<file path="config.mk">
export PLATFORM = sky130hd
export DESIGN_NAME = data_sync_mc
export DESIGN_NICKNAME = d
export VERILOG_FILES = /design/src/rtl/data_sync_mc.sv
export SDC_FILE = /design/constraint.sdc
export NUM_CORES = 1
export LEC_CHECK = 0
export CAP_MARGIN = 15
export CELL_PAD_IN_SITES_DETAIL_PLACEMENT = 1
export CELL_PAD_IN_SITES_GLOBAL_PLACEMENT = 1
export CORE_MARGIN = 8
export CORE_UTILIZATION = 30
export CTS_CLUSTER_DIAMETER = 120
export DETAILED_ROUTE_END_ITERATION = 10
export GPL_TIMING_DRIVEN = 0
export PLACE_DENSITY_LB_ADDON = 0.1
export REMOVE_ABC_BUFFERS = 1
export SLEW_MARGIN = 5
export SYNTH_ARGS = -nofsm -noshare
export SYNTH_HDL_FRONTEND = slang
export SYNTH_SLANG_ARGS = --single-unit
</file>
<file path="constraint.sdc">
create_clock -name CLK -period 1.05 [get_ports CLK]
set_input_delay 0.21 -clock CLK [delete_from_list [all_inputs] [get_ports CLK]]
set_output_delay 0.21 -clock CLK [all_outputs]
set_load 0.01 [all_outputs]
</file>
<file path="src/rtl/data_sync_mc.sv">
// Multi-channel enable-qualified bus synchroniser: NUM_STAGES-flop enable chain, edge/toggle detect, one capture register per channel.
// Capture NUM_STAGES edges after first enable sample; a full channel without ready drops the event and sets sticky overflow.
module data_sync_mc #(
    parameter int NUM_STAGES  = 2,
    parameter int BUS_WIDTH   = 8,
    parameter int NUM_CH      = 2,
    parameter int TOGGLE_MODE = 0
) (
    input  logic                        CLK,
    input  logic                        RST,
    input  logic [NUM_CH*BUS_WIDTH-1:0] unsync_bus,
    input  logic [NUM_CH-1:0]           bus_enable,
    input  logic [NUM_CH-1:0]           sync_ready,
    input  logic                        ovf_clr,
    output logic [NUM_CH*BUS_WIDTH-1:0] sync_bus,
    output logic [NUM_CH-1:0]           sync_valid,
    output logic [NUM_CH-1:0]           enable_pulse,
    output logic [NUM_CH-1:0]           overflow
);

    logic [NUM_CH-1:0][NUM_STAGES-1:0] chain_q, chain_d;
    logic [NUM_CH-1:0]                 edge_q, edge_d;
    logic [NUM_CH*BUS_WIDTH-1:0]       bus_q, bus_d;
    logic [NUM_CH-1:0]                 valid_q, valid_d;
    logic [NUM_CH-1:0]                 pulse_q, pulse_d;
    logic [NUM_CH-1:0]                 ovf_q, ovf_d;
    logic [NUM_CH-1:0]                 chain_out, evt, cap_ok;

    always_comb begin
        chain_out = '0;
        evt       = '0;
        cap_ok    = '0;
        for (int c = 0; c < NUM_CH; c++) begin
            chain_out[c] = chain_q[c][NUM_STAGES-1];
            evt[c]       = (TOGGLE_MODE != 0) ? (chain_out[c] ^ edge_q[c])
                                              : (chain_out[c] & ~edge_q[c]);
            // A held word may be replaced in the same cycle the consumer takes it.
            cap_ok[c]    = ~valid_q[c] | sync_ready[c];
        end
    end

    always_comb begin
        chain_d = chain_q;
        edge_d  = chain_out;
        bus_d   = bus_q;
        valid_d = valid_q;
        pulse_d = '0;
        ovf_d   = ovf_q & {NUM_CH{~ovf_clr}};
        for (int c = 0; c < NUM_CH; c++) begin
            chain_d[c] = {chain_q[c][NUM_STAGES-2:0], bus_enable[c]};
            if (evt[c] && cap_ok[c]) begin
                bus_d[c*BUS_WIDTH +: BUS_WIDTH] = unsync_bus[c*BUS_WIDTH +: BUS_WIDTH];
                valid_d[c] = 1'b1;
                pulse_d[c] = 1'b1;
            end else if (evt[c]) begin
                ovf_d[c] = 1'b1;
            end else if (valid_q[c] && sync_ready[c]) begin
                valid_d[c] = 1'b0;
            end
        end
    end

    always_ff @(posedge CLK or negedge RST) begin
        if (!RST) begin
            chain_q <= '0;
            edge_q  <= '0;
            bus_q   <= '0;
            valid_q <= '0;
            pulse_q <= '0;
            ovf_q   <= '0;
        end else begin
            chain_q <= chain_d;
            edge_q  <= edge_d;
            bus_q   <= bus_d;
            valid_q <= valid_d;
            pulse_q <= pulse_d;
            ovf_q   <= ovf_d;
        end
    end

    assign sync_bus     = bus_q;
    assign sync_valid   = valid_q;
    assign enable_pulse = pulse_q;
    assign overflow     = ovf_q;

endmodule

</file>
## Word level (Yosys, flattened, before mapping)

Cells that the tools add are included.
Widths: inputs -> output; s select.

| operators by class | value |
|---|---|
| reductions and logical operators | 8 |
| equality and inequality tests | 2 |
| mux-type cells | 12 |
| bitwise gates (word level) | 10 |

Operators with widths:

| kind | number |
|---|---|
| $mux 1 | 12 |
| $not 1->1 | 5 |
| $logic_and 1x1->1 | 4 |
| $ne 2x1->1 const B | 2 |
| $reduce_and 2->1 | 2 |
| $reduce_bool 2->1 | 2 |
| $and 1x1->1 | 2 |
| $and 2x2->2 | 1 |
| $or 1x1->1 | 2 |

| storage, ports and cells | value |
|---|---|
| logic and storage cells | 41 |
| bits in registers | 28 |
| input port bits | 23 |
| output and inout bits | 22 |

## Logic depth before layout (Yosys ltp)

Gate-level depths: netlist of the first run.

| logic depth | value |
|---|---|
| depth after elaboration | 5 |
| mapped depth | 4 |
| depth with buffers taken out | 3 |

## Worst setup path before layout of the first run

No wires, ideal clock.

| timing | value |
|---|---|
| path kind | reg2reg |
| from | reg valid_q[0], in the netlist sync_valid[0] |
| to | reg bus_q[0], in the netlist sync_bus[0] |
| buffers on the path | 1 |
| setup time | 0.125 ns |
| period minus slack after synthesis | 1.202 ns |
| data arrival time | 1.076 ns |
| stages on the path, launching flop included | 5 |
| setup slack | -0.152 ns |
| cells stage by stage | dfrtp_1 -> nand2b_4 -> nor2b_4 -> buf_12 -> mux2_4 |

| on the way | value |
|---|---|
| word-level cells in the longest chain between the ends | 3 |

Ends and longest elaborated chain:

| what | RTL line | source |
|---|---|---|
| from (decl) | 24 | `logic [NUM_CH-1:0] valid_q, valid_d;` |
| from (signal assigned) | 75 | `valid_q <= valid_d;` |
| $not 1->1 | 38 | `cap_ok[c] = ~valid_q[c] \| sync_ready[c];` |
| $or 1x1->1 | 38 |  |
| $logic_and 1x1->1 | 51 | `if (evt[c] && cap_ok[c]) begin` |
| to (signal assigned) | 74 | `bus_q <= bus_d;` |
| to (decl) | 23 | `logic [NUM_CH*BUS_WIDTH-1:0] bus_q, bus_d;` |

Every way passes these cells.
A chain may end at the register's enable or synchronous reset.

## Final worst setup path of the first run

| timing | value |
|---|---|
| from | reg valid_q[0], in the netlist sync_valid[0] |
| to | reg bus_q[5], in the netlist sync_bus[5] |

Same word-level chain as after synthesis.

==> results of run 1 <==
==> per-layer routing <==
layer / up-vias / track usage (%) / wire [um] / share of wire (%)
li1: 307 / - / - / -
met1: 336 / 9.92 / 1020 / 43
met2: 21 / 13.7 / 1230 / 52
met3: 2 / 2.36 / 104 / 4.4
met4: 0 / 2.31 / 15 / 0.63
met5: - / 0 / 0 / 0
==> metrics by stage <==
stage,hold slack (ns),setup slack (ns),TNS (ns),instances
2_1_floorplan,-0.0856,-0.203,-3.25,56
4_1_cts,0.276,-0.241,-4.60,160
6_report,0.267,-0.253,-4.42,164
3_5_place_dp,0.340,-0.575,-12.79,149
5_1_grt,0.306,-0.283,-5.96,164
3_3_place_gp,0.333,-0.687,-29.31,148
==> worst max-delay path by stage <==
stage,cells after the start,end
floorplan,3,sync_bus[0]$_DFFE_PN0P_
global placement,1,sync_bus[4]$_DFFE_PN0P_
detailed placement,4,sync_bus[14]$_DFFE_PN0P_
CTS,5,sync_bus[12]$_DFFE_PN0P_
global route,5,sync_bus[8]$_DFFE_PN0P_
finish,5,sync_bus[5]$_DFFE_PN0P_
==> logic make-up (layout without fill, tap and decap cells) <==
| kind of cell | count (synthesis) | in the layout |
|---|---|---|
| mux | 16 | 16 |
| buf+inv | 4 | 62 |
| flops | 28 | 28 |
| simple gates | 8 | 8 |
| compound gates | 2 | 2 |
==> placed cells by master, fill, tap and decap left out <==
cell type        instances
buf_16                   1
nand2_1                  2
buf_2                   14
nor2b_4                  2
buf_6                    9
mux2_4                  16
nand2b_4                 4
clkdlybuf4s50_1         22
inv_1                    2
dlygate4sd2_1            1
o22ai_1                  2
buf_4                    8
clkbuf_4                 3
buf_12                   2
dfrtp_1                 28
==> worst max-delay path, cell delays in order, from the launching register on <==
cell	delay (ns)
dfrtp_1	0.42
buf_6	0.13
nand2b_4	0.06
nor2b_4	0.15
buf_12	0.15
mux2_4	0.30
==> state kept, by name, indices dropped and copies added (netlist names) <==
signal        cells
chain_d           2
chain_out         2
edge_q            2
enable_pulse      2
overflow          2
sync_bus         16
sync_valid        2
==> power by group through the flow <==
stage | combinational [W] | sequential [W] | clock, W
2_1_floorplan | 0.000226 | 0.00138 | 0
3_3_place_gp | 0.000690 | 0.00132 | 0
3_5_place_dp | 0.000713 | 0.00132 | 0
4_1_cts | 0.000678 | 0.00130 | 0.000446
5_1_grt | 0.000778 | 0.00132 | 0.000483
6_report | 0.000727 | 0.00130 | 0.000418
==> cell type report <==
class                   count  area, sq um
clock buffers               3         22.5
inverters                   2         7.51
repair buffers             57          528
flip-flops and latches     28          701
multi-input cells          26          343
fillers                   379         1920
well taps                  48         60.1
==> timing repair <==
action                                  CTS  global route
hold buffers                              0             0
endpoints found under the setup margin   38            38
buffers inserted                          8             4
pin swaps                                 0             0
gates resized for setup                  91             4
cloned                                    0             0
==> impl_metrics.csv, run 1 <==
group,metric,value,unit
power_and_ir_drop,power.density,1470,nW/um^2
logic_synthesis,syn_avg_cell_area,18.8,sq um
floorplanning,placementRows,22,
routing,detail_route.vias_per_cell,4.06,
global_routing,grt_overflow,0,
logic_synthesis,synth.most_common_cell,"dfrtp_1",
setup_path,critPathCaptureType,"flip-flop",
floorplanning,dieHeight,76.3,um
clock_network,cts.root.buffer_cell,"clkbuf_4",
place,place_congestion,0.620,
sta,finalSetupViolCount,36,
logic_synthesis,synth_compound_area_share,1.15,%
power_and_ir_drop,power.net_switching,0.000609,W
setup_path,timing.critical_path.from_type,"flip-flop",
place,portBuffers,44,
floorplanning,die_width,76.3,um
status,violations,"setup timing",
power_and_ir_drop,cell_internal_pwr,0.00184,W
logic_synthesis,synth-seq-area-share,64.2,%
clock_network,tritoncts,"yes",
finish,finish.instance_area,1660,sq um
logic_synthesis,netlist_instances,58,
logic_synthesis,synthTopCellsByCount,"dfrtp_1 (28), mux2_4 (16), nand2b_4 (4)",
logic_synthesis,netlist_area,1090,sq um
logic_synthesis,post-synth-top-area-fraction,64.2,%
logic_synthesis,post_synth_arst_share,100,%
status,outcome,"finished with violations",
power_and_ir_drop,pwr-share-clk,17.1,%
setup_path,timing.reg2reg.setup_slack,-0.25,ns
logic_synthesis,number_of_synthesized_flops_with_an_enable_pin,0,
clock_network,cts.reportedPaths.clkPinSlew,0.14,ns
finish,antennaDiodeCount,0,
power_and_ir_drop,switching_share,24.9,%
finish,flow.area_growth_from_synthesis,52.3,%
global_routing,first_global_vias,789,
logic_synthesis,synth_top_family_by_area,"multiplexers",
floorplanning,io_pins,45,
logic_synthesis,synth_adder_area_share,0,%
global_routing,pin_count_of_the_biggest_net_entering_global_routing,18,
sta,timing.clock.skew,0.000955,ns
setup_path,crit_type,"reg -> reg",
sta,setup_ws,-0.253,ns
finish,final_core_util,46.4,%
min_path,worst_hold_path_type,"in -> async",
setup_path,rr_endpoint,"sync_bus[5]$_DFFE_PN0P_",
routing,wire_per_inst,14.5,um
logic_synthesis,simple_gate_portion_of_the_synthesized_area,8.26,%
logic_synthesis,primary_flip_flop_cell_chosen_by_synthesis_mapping,"dfrtp_1",
routing,detail-route-antenna-nets,0,
clock_network,htree_num_levels,1,
routing,via_count,666,
clock_network,cts.sink_count,28,
power_and_ir_drop,pwr-share-seq,53.2,%
logic_synthesis,synth-seq-cells,28,
logic_synthesis,yosys-top-cells-area,"dfrtp_1 (64%), mux2_4 (22%), nand2b_4 (5.0%)",
clock_network,max-clock-path-buffers,2,
routing,post-route-drc-count,0,
clock_network,numCtsBuffers,3,
power_and_ir_drop,static_leak,0.802,nW
floorplanning,core-area,3580,sq um
global_routing,grt_resource_usage_total,8.19,%
logic_synthesis,post_synth_mux_area_share,22.0,%
logic_synthesis,ys.warnings.count,0,
floorplanning,initial_core_util,30.5,%
setup_path,r2r-start,"sync_valid[0]$_DFFE_PN0P_",
setup_path,crit_arrival,1.51,ns
global_routing,antenna_found_initial,0,
place,dpl.hpwl,1760,um
routing,drt_first_iter_violations,22,
flow_run,max_cap_viol_count,0,
power_and_ir_drop,maximum_vdd_drop,0.000575,V
sta,slew-limit-headroom,58.1,%
sta,timing.final.crit_share,124,%
finish,post_route_cells_drive_above_1_share,50.9,%
finish,nets,141,
place,postPlaceCellArea,1580,sq um
global_routing,first_pass_grt_wire_length,3890,um
logic_synthesis,synth_top_area_cell,"dfrtp_1",
sta,grt_setup_unrepaired,"true",
setup_path,required,1.26,ns
sta,timing.fmax,768,MHz
routing,drt_pass1_iterations,2,
clock_network,clk-insertion-delay-late,0.31,ns
sta,period_minus_slack,1.30,ns
sta,hold_viol_final,0,
sta,worstMarginPinSlew,0.627,ns
floorplanning,design.die.area,5820,sq um
sta,slew_viol_final,0,
setup_path,worst_setup_path_startpoint,"sync_valid[0]$_DFFE_PN0P_",
routing,detail_route.wirelength,2380,um
setup_path,crit_path_max_fanout,9,
power_and_ir_drop,share_comb_of_total_power,29.7,%
logic_synthesis,ys_types,8,
setup_path,r2r_cells,5,
logic_synthesis,synth_xor_xnor_area_share,0,%
power_and_ir_drop,p_total,0.00244,W
No activity file was read; power rests on OpenSTA's default activity.
==> run 2, diff against run 1 <==
--- a/config.mk
+++ b/config.mk
@@ -14,6 +14,7 @@
 export DETAILED_ROUTE_END_ITERATION = 10
 export GPL_TIMING_DRIVEN = 0
 export PLACE_DENSITY_LB_ADDON = 0.1
+export RECOVER_POWER = 25
 export REMOVE_ABC_BUFFERS = 1
 export SLEW_MARGIN = 5
 export SYNTH_ARGS = -nofsm -noshare
==> impl_metrics.csv, run 2 (synthesis gave the netlist of run 1 again) <==
group,metric,value,unit
sta,slew-limit-headroom,57.6,%
routing,detail_route.vias_per_cell,4.06,
setup_path,worstPathBufferInverterCount,2,
floorplanning,dieHeight,76.3,um
global_routing,pin_count_of_the_biggest_net_entering_global_routing,18,
clock_network,cts.sink_count,28,
floorplanning,core-area,3580,sq um
finish,layout_common_cells,"dfrtp_1 (28), clkdlybuf4s50_1 (19), mux2_4 (16)",
setup_path,critPathMaxStageDelay,0.42,ns
sta,hold_viol_final,0,
power_and_ir_drop,p_total,0.00244,W
status,violations,"setup timing",
min_path,worst_hold_path_type,"in -> async",
global_routing,first_global_vias,789,
finish,finish.instance_area,1660,sq um
setup_path,worst_setup_path_startpoint,"sync_valid[0]$_DFFE_PN0P_",
finish,layout.cells.most_common,"dfrtp_1",
clock_network,numCtsBuffers,3,
routing,detail_route.wirelength,2370,um
clock_network,cts.root.buffer_cell,"clkbuf_4",
setup_path,crit_arrival,1.51,ns
routing,wire_per_inst,14.5,um
finish,fill_cells,379,
sta,worstMarginPinSlew,0.633,ns
setup_path,crit_type,"reg -> reg",
finish,total_area_of_sequential_cells,701,sq um
floorplanning,placementRows,22,
floorplanning,io_pins,45,
global_routing,gr-usage-met3,2.36,%
place,place_congestion,0.620,
clock_network,htree_num_levels,1,
clock_network,cts_hold_buffers,0,
setup_path,critPathCaptureType,"flip-flop",
power_and_ir_drop,static_leak,0.803,nW
global_routing,grt_met2_usage,13.7,%
clock_network,tritoncts,"yes",
global_routing,first_pass_grt_wire_length,3890,um
routing,drt_pass1_iterations,2,
global_routing,grt_util_met1,9.92,%
setup_path,crit_path_max_fanout,9,
status,outcome,"finished with violations",
clock_network,max-clock-path-buffers,2,
flow_run,max_cap_viol_count,0,
routing,drt_first_iter_violations,22,
finish,post_route_cells_drive_above_1_share,50.9,%
place,pre_cts_setup_slack,-0.575,ns
finish,nets,141,
sta,slew_viol_final,0,
place,portBuffers,44,
routing,detail-route-antenna-nets,0,
sta,timing.clock.skew,0.000955,ns
floorplanning,die_width,76.3,um
setup_path,ordered_list_of_cells_on_the_worst_path,"buf_6 > nand2b_4 > nor2b_4 > buf_12 > mux2_4",
setup_path,crit_family,"flip-flops",
sta,timing.final.crit_share,124,%
setup_path,required,1.26,ns
finish,largest_register_ff_count,16,
sta,setup_ws,-0.253,ns
place,dpl.hpwl,1760,um
power_and_ir_drop,maximum_vdd_drop,0.000575,V
sta,grt_setup_unrepaired,"true",
setup_path,r2r-start,"sync_valid[0]$_DFFE_PN0P_",
sta,finalSetupViolCount,36,
place,postPlaceCellArea,1580,sq um
sta,period_minus_slack,1.30,ns
setup_path,timing.critical_path.from_type,"flip-flop",
finish,multi_input_comb_area,343,sq um
global_routing,grt_resource_usage_total,8.19,%
finish,flow.area_growth_from_synthesis,52.3,%
global_routing,globalRoute.busiestLayer,"met2",
sta,timing.fmax,768,MHz
routing,post-route-drc-count,0,
floorplanning,design.die.area,5820,sq um
power_and_ir_drop,power.density,1470,nW/um^2
clock_network,cts.reportedPaths.clkPinSlew,0.14,ns
finish,antennaDiodeCount,0,
finish,final_core_util,46.4,%
clock_network,clk-insertion-delay-late,0.31,ns
global_routing,antenna_found_initial,0,
routing,via_count,666,
global_routing,grt_overflow,0,
setup_path,cp_slowest_cell,"dfrtp_1",
floorplanning,initial_core_util,30.5,%
-- run 2: worst reg2reg max path, delay by kind of cell, from the launching register on --
kind,cells,cell delay (ns)
buffers and inverters,2,0.28
DFF,1,0.42
and+or+nand+nor,2,0.21
muxes,1,0.30
-- run 2: area by class of cell --
cell class / count / area share [%]
Clock buffer: 3 / 1.36
Multi-Input combinational cell: 26 / 20.6
Sequential cell: 28 / 42.2
Tap cell: 48 / 3.61
Inverter: 2 / 0.452
Timing Repair Buffer: 57 / 31.8
-- run 2: power by group --
| group | internal (W) | switching [W] |
|---|---|---|
| sequential | 0.00122 | 0.0000805 |
| combinational | 0.000481 | 0.000244 |
| clock | 0.000134 | 0.000284 |
-- run 2: path summary, 6_finish.rpt --
check                                          end  slack, ns  cells past startpoint
min                         chain_out[1]$_DFF_PN0_       0.34                      1
max in group asynchronous  sync_bus[7]$_DFFE_PN0P_       0.21                      2
max reg2reg                sync_bus[5]$_DFFE_PN0P_      -0.25                      5
max                        sync_bus[5]$_DFFE_PN0P_      -0.25                      5
min reg2reg                 chain_out[0]$_DFF_PN0_       0.37                      0
min in group CLK            chain_out[0]$_DFF_PN0_       0.37                      0
-- run 2: per-stage QoR --
stage,hold slack [ns],cells,setup TNS [ns]
6_report,0.337,164,-4.42
5_1_grt,0.375,164,-5.96
4_1_cts,0.276,160,-4.60
3_5_place_dp,0.340,149,-12.79
3_3_place_gp,0.333,148,-29.31
2_1_floorplan,-0.0856,56,-3.25
-- run 2: routing by layer --
layer	vias to the layer above	share of wire [%]
li1	307	-
met1	336	43
met2	21	52
met3	2	4.4
met4	0	0.63
met5	-	0
-- run 2: repair_timing --
item | 4_1_cts | 5_1_grt
gates resized for setup | 91 | 4
endpoints found under the setup margin | 38 | 38
setup buffers | 8 | 4
